### src/rtl/sd_bus_arbiter_if.sv
// Signal bundle between sd_bus_arbiter, the user request side, the three SD engines and the card pins.
// The arbiter takes the master modport; the surrounding logic (or a bench) takes the slave modport.
interface sd_bus_arbiter_if #(
    parameter int ADDR_W = 32
) ();

    // Handshake: wr_start/rd_start are single-cycle requests with the address valid in the
    // same cycle (no ready; a request that arrives while one is already pending is dropped).
    // wr_en/rd_en are single-cycle engine strobes; engines answer by raising *_busy, and the
    // arbiter answers the user with single-cycle *_done or start_err pulses.
    logic              init_end;
    logic              init_cs_n;
    logic              init_mosi;

    logic              wr_start;
    logic [ADDR_W-1:0] wr_addr_in;
    logic              rd_start;
    logic [ADDR_W-1:0] rd_addr_in;

    logic              wr_busy;
    logic              wr_cs_n;
    logic              wr_mosi;
    logic              rd_busy;
    logic              rd_cs_n;
    logic              rd_mosi;

    logic              wr_en;
    logic              rd_en;
    logic [ADDR_W-1:0] wr_addr;
    logic [ADDR_W-1:0] rd_addr;

    logic              cs_n;
    logic              mosi;
    logic              ready;
    logic              wr_done;
    logic              rd_done;
    logic              start_err;

    modport master (
        input  init_end, init_cs_n, init_mosi,
        input  wr_start, wr_addr_in, rd_start, rd_addr_in,
        input  wr_busy, wr_cs_n, wr_mosi, rd_busy, rd_cs_n, rd_mosi,
        output wr_en, rd_en, wr_addr, rd_addr,
        output cs_n, mosi, ready, wr_done, rd_done, start_err
    );

    modport slave (
        output init_end, init_cs_n, init_mosi,
        output wr_start, wr_addr_in, rd_start, rd_addr_in,
        output wr_busy, wr_cs_n, wr_mosi, rd_busy, rd_cs_n, rd_mosi,
        input  wr_en, rd_en, wr_addr, rd_addr,
        input  cs_n, mosi, ready, wr_done, rd_done, start_err
    );

endinterface

### src/rtl/sd_bus_arbiter.sv
// sd_bus_arbiter: sequences the single SD-card SPI link between the init, write and read engines.
// Build option: define SD_ARB_ROUND_ROBIN_EN to alternate write/read grants under contention.
module sd_bus_arbiter #(
    parameter int         ADDR_W    = 32,
    parameter logic [3:0] START_TMO = 4'd8
) (
    input  logic             sys_clk_shift,
    input  logic             sys_rst_n,
    sd_bus_arbiter_if.master bus,
    output logic [2:0]       dbg_state_o
);

    typedef enum logic [2:0] {
        ST_INIT   = 3'd0,
        ST_IDLE   = 3'd1,
        ST_WR_GO  = 3'd2,
        ST_WR_ACT = 3'd3,
        ST_RD_GO  = 3'd4,
        ST_RD_ACT = 3'd5
    } state_e;

    localparam logic [3:0] TMO_LAST = START_TMO - 4'd1;

    state_e            state_q, state_d;

    logic              wr_pend_q, wr_pend_d;
    logic              rd_pend_q, rd_pend_d;
    logic [ADDR_W-1:0] wr_cap_q, wr_cap_d;
    logic [ADDR_W-1:0] rd_cap_q, rd_cap_d;

    logic              wr_en_q, wr_en_d;
    logic              rd_en_q, rd_en_d;
    logic [ADDR_W-1:0] wr_addr_q, wr_addr_d;
    logic [ADDR_W-1:0] rd_addr_q, rd_addr_d;
    logic              wr_done_q, wr_done_d;
    logic              rd_done_q, rd_done_d;
    logic              err_q, err_d;

    logic              seen_q, seen_d;
    logic [3:0]        tmo_q, tmo_d;

    logic              grant_wr;
    logic              grant_rd;
    logic              in_act;
    logic              act_busy;
    logic              act_end_ok;
    logic              act_tmo;
    logic              pin_cs_n;
    logic              pin_mosi;

    // Only the busy line of the engine owning the current ACT state is ever looked at.
    always_comb begin
        in_act     = (state_q == ST_WR_ACT) || (state_q == ST_RD_ACT);
        act_busy   = (state_q == ST_WR_ACT) ? bus.wr_busy : bus.rd_busy;
        act_end_ok = in_act && seen_q && !act_busy;
        act_tmo    = in_act && !seen_q && !act_busy && (tmo_q >= TMO_LAST);
    end

`ifdef SD_ARB_ROUND_ROBIN_EN
    logic last_rd_q, last_rd_d;

    // last_rd_q only moves on contended grants, so successive collisions alternate sides.
    always_comb begin
        grant_wr  = 1'b0;
        grant_rd  = 1'b0;
        last_rd_d = last_rd_q;
        if (wr_pend_q && rd_pend_q) begin
            grant_wr = last_rd_q;
            grant_rd = !last_rd_q;
            if (state_q == ST_IDLE) begin
                last_rd_d = !last_rd_q;
            end
        end else begin
            grant_wr = wr_pend_q;
            grant_rd = rd_pend_q;
        end
    end

    always_ff @(posedge sys_clk_shift or negedge sys_rst_n) begin
        if (!sys_rst_n) begin
            last_rd_q <= 1'b1;
        end else begin
            last_rd_q <= last_rd_d;
        end
    end
`else
    always_comb begin
        grant_wr = wr_pend_q;
        grant_rd = rd_pend_q && !wr_pend_q;
    end
`endif

    // FSM process 1: state register.
    always_ff @(posedge sys_clk_shift or negedge sys_rst_n) begin
        if (!sys_rst_n) begin
            state_q <= ST_INIT;
        end else begin
            state_q <= state_d;
        end
    end

    // FSM process 2: next state. A fall of init_end after start-up is deliberately ignored.
    always_comb begin
        state_d = state_q;
        case (state_q)
            ST_INIT: begin
                if (bus.init_end) begin
                    state_d = ST_IDLE;
                end
            end
            ST_IDLE: begin
                if (grant_wr) begin
                    state_d = ST_WR_GO;
                end else if (grant_rd) begin
                    state_d = ST_RD_GO;
                end
            end
            ST_WR_GO:  state_d = ST_WR_ACT;
            ST_RD_GO:  state_d = ST_RD_ACT;
            ST_WR_ACT, ST_RD_ACT: begin
                if (act_end_ok || act_tmo) begin
                    state_d = ST_IDLE;
                end
            end
            default:   state_d = ST_INIT;
        endcase
    end

    // FSM process 3: registered strobes, request latches and the start watchdog.
    always_comb begin
        wr_en_d   = (state_q == ST_IDLE) && (state_d == ST_WR_GO);
        rd_en_d   = (state_q == ST_IDLE) && (state_d == ST_RD_GO);
        wr_addr_d = wr_en_d ? wr_cap_q : wr_addr_q;
        rd_addr_d = rd_en_d ? rd_cap_q : rd_addr_q;
        wr_done_d = (state_q == ST_WR_ACT) && act_end_ok;
        rd_done_d = (state_q == ST_RD_ACT) && act_end_ok;
        err_d     = act_tmo;

        seen_d = seen_q;
        tmo_d  = tmo_q;
        if (wr_en_d || rd_en_d) begin
            seen_d = 1'b0;
            tmo_d  = 4'd0;
        end else if (in_act) begin
            if (act_busy) begin
                seen_d = 1'b1;
            end
            if (tmo_q != 4'hF) begin
                tmo_d = tmo_q + 4'd1;
            end
        end

        // The GO cycle frees its own latch, so a request arriving in that cycle is kept.
        wr_pend_d = wr_pend_q;
        wr_cap_d  = wr_cap_q;
        if (state_q == ST_WR_GO) begin
            wr_pend_d = 1'b0;
        end
        if (bus.wr_start && !wr_pend_d) begin
            wr_pend_d = 1'b1;
            wr_cap_d  = bus.wr_addr_in;
        end

        rd_pend_d = rd_pend_q;
        rd_cap_d  = rd_cap_q;
        if (state_q == ST_RD_GO) begin
            rd_pend_d = 1'b0;
        end
        if (bus.rd_start && !rd_pend_d) begin
            rd_pend_d = 1'b1;
            rd_cap_d  = bus.rd_addr_in;
        end
    end

    always_ff @(posedge sys_clk_shift or negedge sys_rst_n) begin
        if (!sys_rst_n) begin
            wr_pend_q <= 1'b0;
            rd_pend_q <= 1'b0;
            wr_cap_q  <= '0;
            rd_cap_q  <= '0;
            wr_en_q   <= 1'b0;
            rd_en_q   <= 1'b0;
            wr_addr_q <= '0;
            rd_addr_q <= '0;
            wr_done_q <= 1'b0;
            rd_done_q <= 1'b0;
            err_q     <= 1'b0;
            seen_q    <= 1'b0;
            tmo_q     <= 4'd0;
        end else begin
            wr_pend_q <= wr_pend_d;
            rd_pend_q <= rd_pend_d;
            wr_cap_q  <= wr_cap_d;
            rd_cap_q  <= rd_cap_d;
            wr_en_q   <= wr_en_d;
            rd_en_q   <= rd_en_d;
            wr_addr_q <= wr_addr_d;
            rd_addr_q <= rd_addr_d;
            wr_done_q <= wr_done_d;
            rd_done_q <= rd_done_d;
            err_q     <= err_d;
            seen_q    <= seen_d;
            tmo_q     <= tmo_d;
        end
    end

    // Card pin mux; reset forces the link idle-high without waiting for a clock.
    always_comb begin
        pin_cs_n = 1'b1;
        pin_mosi = 1'b1;
        case (state_q)
            ST_INIT: begin
                pin_cs_n = bus.init_cs_n;
                pin_mosi = bus.init_mosi;
            end
            ST_WR_GO, ST_WR_ACT: begin
                pin_cs_n = bus.wr_cs_n;
                pin_mosi = bus.wr_mosi;
            end
            ST_RD_GO, ST_RD_ACT: begin
                pin_cs_n = bus.rd_cs_n;
                pin_mosi = bus.rd_mosi;
            end
            default: begin
                pin_cs_n = 1'b1;
                pin_mosi = 1'b1;
            end
        endcase
        if (!sys_rst_n) begin
            pin_cs_n = 1'b1;
            pin_mosi = 1'b1;
        end
    end

    assign bus.cs_n      = pin_cs_n;
    assign bus.mosi      = pin_mosi;
    assign bus.wr_en     = wr_en_q;
    assign bus.rd_en     = rd_en_q;
    assign bus.wr_addr   = wr_addr_q;
    assign bus.rd_addr   = rd_addr_q;
    assign bus.wr_done   = wr_done_q;
    assign bus.rd_done   = rd_done_q;
    assign bus.start_err = err_q;
    assign bus.ready     = (state_q == ST_IDLE);
    assign dbg_state_o   = state_q;

endmodule

### src/flat_wrapper.sv
// flat-port wrapper written by rule: the top's interface ports become plain ports
module sd_bus_arbiter_flat 
#(
    parameter int         ADDR_W    = 32,
    parameter logic [3:0] START_TMO = 4'd8
)
  (sys_clk_shift, sys_rst_n, dbg_state_o, bus_init_end, bus_init_cs_n, bus_init_mosi, bus_wr_start, bus_wr_addr_in, bus_rd_start, bus_rd_addr_in, bus_wr_busy, bus_wr_cs_n, bus_wr_mosi, bus_rd_busy, bus_rd_cs_n, bus_rd_mosi, bus_wr_en, bus_rd_en, bus_wr_addr, bus_rd_addr, bus_cs_n, bus_mosi, bus_ready, bus_wr_done, bus_rd_done, bus_start_err);
  sd_bus_arbiter_if #(.ADDR_W(ADDR_W)) bus_i ();
  input  logic sys_clk_shift;
  input  logic sys_rst_n;
  output logic [2:0] dbg_state_o;
  input wire logic [$bits(bus_i.init_end)-1:0] bus_init_end;
  input wire logic [$bits(bus_i.init_cs_n)-1:0] bus_init_cs_n;
  input wire logic [$bits(bus_i.init_mosi)-1:0] bus_init_mosi;
  input wire logic [$bits(bus_i.wr_start)-1:0] bus_wr_start;
  input wire logic [$bits(bus_i.wr_addr_in)-1:0] bus_wr_addr_in;
  input wire logic [$bits(bus_i.rd_start)-1:0] bus_rd_start;
  input wire logic [$bits(bus_i.rd_addr_in)-1:0] bus_rd_addr_in;
  input wire logic [$bits(bus_i.wr_busy)-1:0] bus_wr_busy;
  input wire logic [$bits(bus_i.wr_cs_n)-1:0] bus_wr_cs_n;
  input wire logic [$bits(bus_i.wr_mosi)-1:0] bus_wr_mosi;
  input wire logic [$bits(bus_i.rd_busy)-1:0] bus_rd_busy;
  input wire logic [$bits(bus_i.rd_cs_n)-1:0] bus_rd_cs_n;
  input wire logic [$bits(bus_i.rd_mosi)-1:0] bus_rd_mosi;
  output wire logic [$bits(bus_i.wr_en)-1:0] bus_wr_en;
  output wire logic [$bits(bus_i.rd_en)-1:0] bus_rd_en;
  output wire logic [$bits(bus_i.wr_addr)-1:0] bus_wr_addr;
  output wire logic [$bits(bus_i.rd_addr)-1:0] bus_rd_addr;
  output wire logic [$bits(bus_i.cs_n)-1:0] bus_cs_n;
  output wire logic [$bits(bus_i.mosi)-1:0] bus_mosi;
  output wire logic [$bits(bus_i.ready)-1:0] bus_ready;
  output wire logic [$bits(bus_i.wr_done)-1:0] bus_wr_done;
  output wire logic [$bits(bus_i.rd_done)-1:0] bus_rd_done;
  output wire logic [$bits(bus_i.start_err)-1:0] bus_start_err;
  assign bus_i.init_end = bus_init_end;
  assign bus_i.init_cs_n = bus_init_cs_n;
  assign bus_i.init_mosi = bus_init_mosi;
  assign bus_i.wr_start = bus_wr_start;
  assign bus_i.wr_addr_in = bus_wr_addr_in;
  assign bus_i.rd_start = bus_rd_start;
  assign bus_i.rd_addr_in = bus_rd_addr_in;
  assign bus_i.wr_busy = bus_wr_busy;
  assign bus_i.wr_cs_n = bus_wr_cs_n;
  assign bus_i.wr_mosi = bus_wr_mosi;
  assign bus_i.rd_busy = bus_rd_busy;
  assign bus_i.rd_cs_n = bus_rd_cs_n;
  assign bus_i.rd_mosi = bus_rd_mosi;
  assign bus_wr_en = bus_i.wr_en;
  assign bus_rd_en = bus_i.rd_en;
  assign bus_wr_addr = bus_i.wr_addr;
  assign bus_rd_addr = bus_i.rd_addr;
  assign bus_cs_n = bus_i.cs_n;
  assign bus_mosi = bus_i.mosi;
  assign bus_ready = bus_i.ready;
  assign bus_wr_done = bus_i.wr_done;
  assign bus_rd_done = bus_i.rd_done;
  assign bus_start_err = bus_i.start_err;
  sd_bus_arbiter #(.ADDR_W(ADDR_W), .START_TMO(START_TMO)) u_core (.sys_clk_shift(sys_clk_shift), .sys_rst_n(sys_rst_n), .bus(bus_i), .dbg_state_o(dbg_state_o));
endmodule
### config.mk
export PLATFORM = sky130hd
export DESIGN_NAME = sd_bus_arbiter_flat
export DESIGN_NICKNAME = d
export VERILOG_FILES = /design/src/rtl/sd_bus_arbiter_if.sv /design/src/rtl/sd_bus_arbiter.sv /design/src/flat_wrapper.sv
export SDC_FILE = /design/constraint.sdc
export NUM_CORES = 1
export LEC_CHECK = 0
export ABC_AREA = 1
export CAP_MARGIN = 20
export CORE_MARGIN = 3
export CORE_UTILIZATION = 48
export DETAILED_ROUTE_END_ITERATION = 8
export PLACE_DENSITY = 0.81
export SYNTH_ARGS = -nofsm -noshare
export SYNTH_HDL_FRONTEND = slang
export SYNTH_SLANG_ARGS = --single-unit
### constraint.sdc
create_clock -name sys_clk_shift -period 2.1 [get_ports sys_clk_shift]
set_clock_uncertainty 0.15 [all_clocks]
set_input_delay 0.42 -clock sys_clk_shift [delete_from_list [all_inputs] [get_ports sys_clk_shift]]
set_output_delay 0.42 -clock sys_clk_shift [all_outputs]
set_load 0.05 [all_outputs]
# Word-level counts from Yosys, hierarchy flattened
# Cells that the tools add are included.
op_classes:
  addsub: 1
  reduce_logical: 29
  n_lt_le_gt_ge: 1
  mux: 20
  n_eq_ne: 8
op_table:
  columns: ["cell", "count"]
  rows:
  - ["3-bit one-hot mux with 5 select lines", 1]
  - ["1-bit logical AND", 12]
  - ["3-bit 2-to-1 mux", 4]
  - ["4-bit 2-to-1 mux", 3]
  - ["1-bit 2-to-1 mux", 10]
  - ["3-bit by 2-bit equality test with 1-bit output (second input constant)", 3]
  - ["3-bit equality test (second input constant)", 3]
  - ["1-bit one-hot mux with 3 select lines", 2]
  - ["2-bit nonzero test", 3]
  - ["2-bit OR reduction", 3]
  - ["1-bit logical NOT", 5]
  - ["4-bit by 1-bit adder with 4-bit output (second input constant)", 1]
  - ["4-bit by 3-bit >= comparator with 1-bit output (second input constant)", 1]
  - ["4-bit inequality test (second input constant)", 1]
  - ["2-bit AND reduction", 2]
  - ["3-bit by 1-bit equality test with 1-bit output (second input constant)", 1]
  - ["3-bit logical NOT", 1]
  - ["1-bit logical OR", 3]
word_totals:
  word_cells: 73
  inputBits: 77
  reg_bits: 143
  output_inout_bits: 75

# Logic depth before layout (Yosys ltp)
# Gate-level depths: netlist (run 1).
logic_depth:
  word_depth: 13
  depth_mapped: 8
  ltp_nobuf: 8

# Worst setup path after synthesis (run 1)
# Ideal clock, no wire load.
synth_path:
  kind: "register -> register"
  from: "register u_core.state_q[0] (netlist: u_core.dbg_state_o[0])"
  to: "register u_core.rd_addr_q[16] (netlist: u_core.bus.rd_addr[16])"
  n_path_buf: 3
  path_stages_with_launch: 9
  setup_time_ns: 0.130
  t_arrival_ns: 2.075
  period_less_slack_ns: 2.355
  required_ns: 1.820
  slack_ns: -0.255
  path_cell_list: "dfrtp_1 > buf_4 > nand2_1 > nor2_2 > nand2_1 > buf_2 > buf_2 > nand2_1 > o21ai_0"
synth_between:
  word_cells_on_any_way: 23
  cone_classes: "eq/ne (6); mux (6); reduce/logical (11)"
synth_rtl:
  columns: ["item", "line", "source"]
  rows:
  - ["start: declaration", "sd_bus_arbiter.sv:24", "state_e state_q, state_d;"]
  - ["start signal: assignment", "sd_bus_arbiter.sv:98", "state_q <= state_d;"]
  - ["3-bit by 1-bit equality test with 1-bit output (*)", null, null]
  - ["named net bus_ready", "flat_wrapper.sv:31", "output wire logic [$bits(bus_i.ready)-1:0] bus_ready;"]
  - ["3-bit one-hot mux with 5 select lines", "sd_bus_arbiter.sv:105", "case (state_q)"]
  - ["3-bit equality test", "sd_bus_arbiter.sv:132", "rd_en_d = (state_q == ST_IDLE) && (state_d == ST_RD_GO);"]
  - ["1-bit logical AND (*)", "sd_bus_arbiter.sv:132", null]
  - ["end signal: assignment", "sd_bus_arbiter.sv:198", "rd_addr_q <= rd_addr_d;"]
  - ["end: declaration", "sd_bus_arbiter.sv:34", "logic [ADDR_W-1:0] rd_addr_q, rd_addr_d;"]
# The timed path passes the listed nets; every way through them passes the cells marked *.
# A chain may end at the register's enable or synchronous reset.

# Worst setup path in the final report (run 1)
layout_path:
  from: "register u_core.state_q[1] (netlist: u_core.dbg_state_o[1])"
  to: "output bus_mosi"
layout_between:
  elab_chain_cells: 4
  word_cells_on_any_way: 9
  cone_classes: "eq/ne (4); mux (2); reduce/logical (3)"
layout_lines:
  columns: ["item", "line", "source"]
  rows:
  - ["3-bit equality test or 3-bit by 2-bit equality test with 1-bit output (tied branches)", "sd_bus_arbiter.sv:211", "case (state_q)"]
  - ["2-bit OR reduction", "sd_bus_arbiter.sv:211", null]
  - ["1-bit one-hot mux with 3 select lines (*)", "sd_bus_arbiter.sv:211", null]
  - ["1-bit 2-to-1 mux (*)", "sd_bus_arbiter.sv:229", "if (!sys_rst_n) begin"]
  - ["end: declaration", "flat_wrapper.sv:30", "output wire logic [$bits(bus_i.mosi)-1:0] bus_mosi;"]
# Every way passes the cells marked *; elsewhere a longest branch is shown, timed or not.

==> implementation parameters, run 1 <==
Parameter                              Value

Route
  Routed Antenna Nets ... 0
  DR WL/cell ... 14.6 µm
  Number of remaining DRC errors ... 0
  Iteration-0 DRC Markers ... 373
  DR pass1 iterations ... 7
  Detailed Route WL ... 13,400 µm
  Average via count per standard cell ... 5.02
  Number of vias after detailed routing ... 4,579

Critical path
  Nature of the critical path startpoint ... flop
  Critical path buffer and inverter count ... 4
  Critical path's largest stage delay ... 0.45 ns
  Category of the worst setup path capture point ... output port
  Required time of the worst setup path ... 1.53 ns
  Cell type of the slowest stage on the worst timing path ... dfrtp_2
  Critical path's top delay family ... flip-flops
  Worst path arrival time ... 1.55 ns
  Highest net fanout along the worst path ... 3
  List of cells traversed by the critical path ... inv_4 > nand2_4 > inv_4 > nor2_4 > nand2_1 > nand2_1 > inv_2 > nand4_1 > buf_6
  Start-to-end type of the worst setup path ... flop to output port

Pwr
  Total power per unit cell area ... 1750 nW/µm²
  Sum of internal, switching and leakage power ... 13.8 mW
  Max IR drop VDD ... 1.08 mV
  Total leakage power ... 4.14 nW

Clock tree
  CTS tree ... yes
  Clock latency on the worst-skew pair ... 0.41 ns
  Number of buffers on the longest clock path ... 2
  Clk pin slew, worst setup/hold paths ... 0.05 ns
  Number of sinks on the clock net ... 143
  Clock buffer count from CTS ... 17
  Hold_buf cts ... 0
  H-tree levels ... 4
  CTS root buffer ... clkbuf_16

Place
  Placed standard-cell area ... 7270 µm²
  Placement-stage worst setup slack ... 0.259 ns
  Detail Placement HPWL ... 8860 µm
  Last weighted congestion value of the routability-driven placer ... 0.860
  Dpl cells ... 871
  Number of buffers added on ports ... 151

Synth
  Number of warnings issued by yosys ... 0
  Post-synth top cells ... dfrtp_1, nand2_1, inv_1, nor2_1, o21ai_0
  Synth unique cells ... 22
  Post-synthesis average cell area ... 9.43 µm²
  Most repeated cell in the gate-level netlist after synthesis ... dfrtp_1
  Seq cells post-synth ... 143
  Cell type with the largest total area after synthesis ... dfrtp_1
  Total standard cell area after synthesis ... 5640 µm²
  Syn nets ... 676
  Area fraction of the dominant cell type after synthesis ... 63.5%
  Most used flip-flop cell after synthesis ... dfrtp_1
  Area contributors post-synth ... dfrtp_1, nand2_1, inv_1
  Post-synth EDFFs ... 0
  Share of synthesized registers carrying an async set or reset ... 100%
  Portion of the post-synthesis area used by sequential elements ... 63.5%
  Cell count after synthesis ... 598

Final layout
  Layout cells sized above 1 ... 13.5%
  Post-route non-filler standard cell count ... 912
  Area growth from synthesis to layout ... 40.1%
  Final core area utilization ... 70.7%
  Final net count ... 838
  Antenna diode count ... 0
  Post-layout instance area ... 7900 µm²

Floorplanning
  Standard-cell rows ... 38
  Placeable core area ... 11,200 µm²
  Number of primary I/O pins ... 152
  Total Die Area ... 13,100 µm²
  X dimension of the die ... 114 µm
  Starting Density ... 50.5%
  Die Ht ... 114 µm

Global routing
  Vias in the first global route ... 4,687
  Pin count of the biggest net entering global routing ... 144
  Total global routing track utilization ... 21.7%
  Sum of overflow across all layers after global routing ... 0
  Wire length of the first global-routing pass ... 22,300 µm
  Antenna violations before repair ... 0

STA
  Worst Setup Slack, final ... -0.0244 ns
  Slew at the pin with the worst max-slew slack ... 0.771 ns
  Worst max-slew margin expressed relative to the limit ... 48.6%
  Max Freq ... 471 MHz
  Count of endpoints failing hold in the final timing report ... 31
  Worst hold slack across all endpoints ... -0.0580 ns
  Period utilisation layout ... 101%
  Unrepaired setup endpoints after global routing ... true
  Number of pins exceeding their max-slew limit in the final report ... 0
  Clock period minus final worst setup slack ... 2.12 ns
  Final setup violation count ... 2

Outcome
  Violations in the final reports ... hold timing, setup timing
  Outcome ... complete, but fails checks

Run
  Max-capacitance violation count ... 0

Min path
  HP Class ... input pin to asynchronous set/reset pin
==> metrics by stage <==
step	hold WS, ns	setup TNS, ns
floorplan	-0.0256	0
global placement	0.302	0
detailed placement	0.309	0
CTS	0.0340	-0.0349
global route	0.0577	-0.238
finish	-0.0580	-0.0376
==> layout make-up <==
| type | count | area (µm²) |
|---|---|---|
| Sequential cell | 143 | 3580 |
| Fill cell | 847 | 3280 |
| Multi-Input combinational cell | 351 | 1650 |
| Timing Repair Buffer | 170 | 1610 |
| Clock buffer | 25 | 505 |
| Inverter | 77 | 294 |
| Tap cell | 140 | 175 |
| Clock inverter | 6 | 80.1 |
==> layer usage <==
metal  vias to the layer above  global-route usage (%)  wire (µm)  part of all wire (%)
li1                       2189                       -          -                     -
met1                      2172                    27.7       5510                    41
met2                       195                    34.0       6340                    47
met3                        23                    8.30       1280                   9.6
met4                         0                    8.00        226                   1.7
met5                         -                       0          0                     0
==> power by group <==
part	switching (mW)	leakage, nW	internal (mW)
clock	1.02	0.293	1.89
sequential	0.583	1.65	3.96
combinational	4.57	2.19	1.82
total	6.17	4.14	7.68
==> placed cells by master (no fill, tap or decap), types with 2 or more instances in the layout <==
| cell | instances |
|---|---|
| a21oi_1 | 39 |
| a21oi_2 | 20 |
| buf_12 | 5 |
| buf_4 | 31 |
| buf_6 | 3 |
| bufinv_16 | 2 |
| clkbuf_1 | 3 |
| clkbuf_16 | 17 |
| clkbuf_8 | 5 |
| clkdlybuf4s50_1 | 75 |
| clkinv_2 | 4 |
| dfrtp_1 | 140 |
| dfrtp_2 | 3 |
| dlygate4sd2_1 | 56 |
| inv_1 | 72 |
| inv_2 | 2 |
| inv_4 | 2 |
| nand2_1 | 134 |
| nand2_2 | 4 |
| nand3_1 | 21 |
| nand4_1 | 5 |
| nor2_1 | 62 |
| nor2_4 | 4 |
| o21ai_0 | 54 |
| o21ai_1 | 2 |
==> registers in the layout, summed over array words and instances (netlist names) <==
register,flops
u_core.rd_pend_q,1
u_core.grant_wr,1
u_core.bus.wr_addr,32
u_core.rd_cap_q,32
u_core.tmo_q,4
u_core.bus.start_err,1
u_core.dbg_state_o,3
u_core.bus.wr_en,1
u_core.bus.wr_done,1
u_core.seen_q,1
u_core.bus.rd_addr,32
u_core.wr_cap_q,32
u_core.bus.rd_en,1
u_core.bus.rd_done,1
==> path summary, 6_finish.rpt <==
check                                            from                endpoint  slack (ns)  depth (start not counted)
worst max-delay path            u_core.dbg_state_o[1]                bus_mosi       -0.02                          9
worst min-delay path                        sys_rst_n     u_core.wr_cap_q[29]       -0.06                          2
worst max register to register  u_core.dbg_state_o[1]  u_core.bus.wr_addr[23]        0.21                          8
worst min register to register    u_core.wr_cap_q[31]  u_core.bus.wr_addr[31]        0.32                          2
max in group asynchronous                   sys_rst_n   u_core.dbg_state_o[2]        1.20                          2
min in group sys_clk_shift        u_core.wr_cap_q[31]  u_core.bus.wr_addr[31]        0.32                          2
==> timing repair <==
item                       4_1_cts  5_1_grt
resized for setup               65        3
pin swaps                        2        0
setup endpoints to repair       58        2
setup buffers                    9        1
==> logic make-up after synthesis <==
group / share of synthesized area [%]
adder cells (fa/ha/maj): 0.222
flip-flops: 63.5
buffers and inverters: 7.92
AO/OA/AOI/OAI: 12.1
AND/OR/NAND/NOR: 16.3
(Power assumes the default switching activity.)
==> inputs of run 2 (changes only) <==
--- a/config.mk
+++ b/config.mk
@@ -9,6 +9,7 @@
 export CAP_MARGIN = 20
 export CORE_MARGIN = 3
 export CORE_UTILIZATION = 48
+export CTS_CLUSTER_DIAMETER = 100
 export DETAILED_ROUTE_END_ITERATION = 8
 export PLACE_DENSITY = 0.81
 export SYNTH_ARGS = -nofsm -noshare
==> results of run 2 <==
Final layout, timing and power as in run 1 (identical DEF).
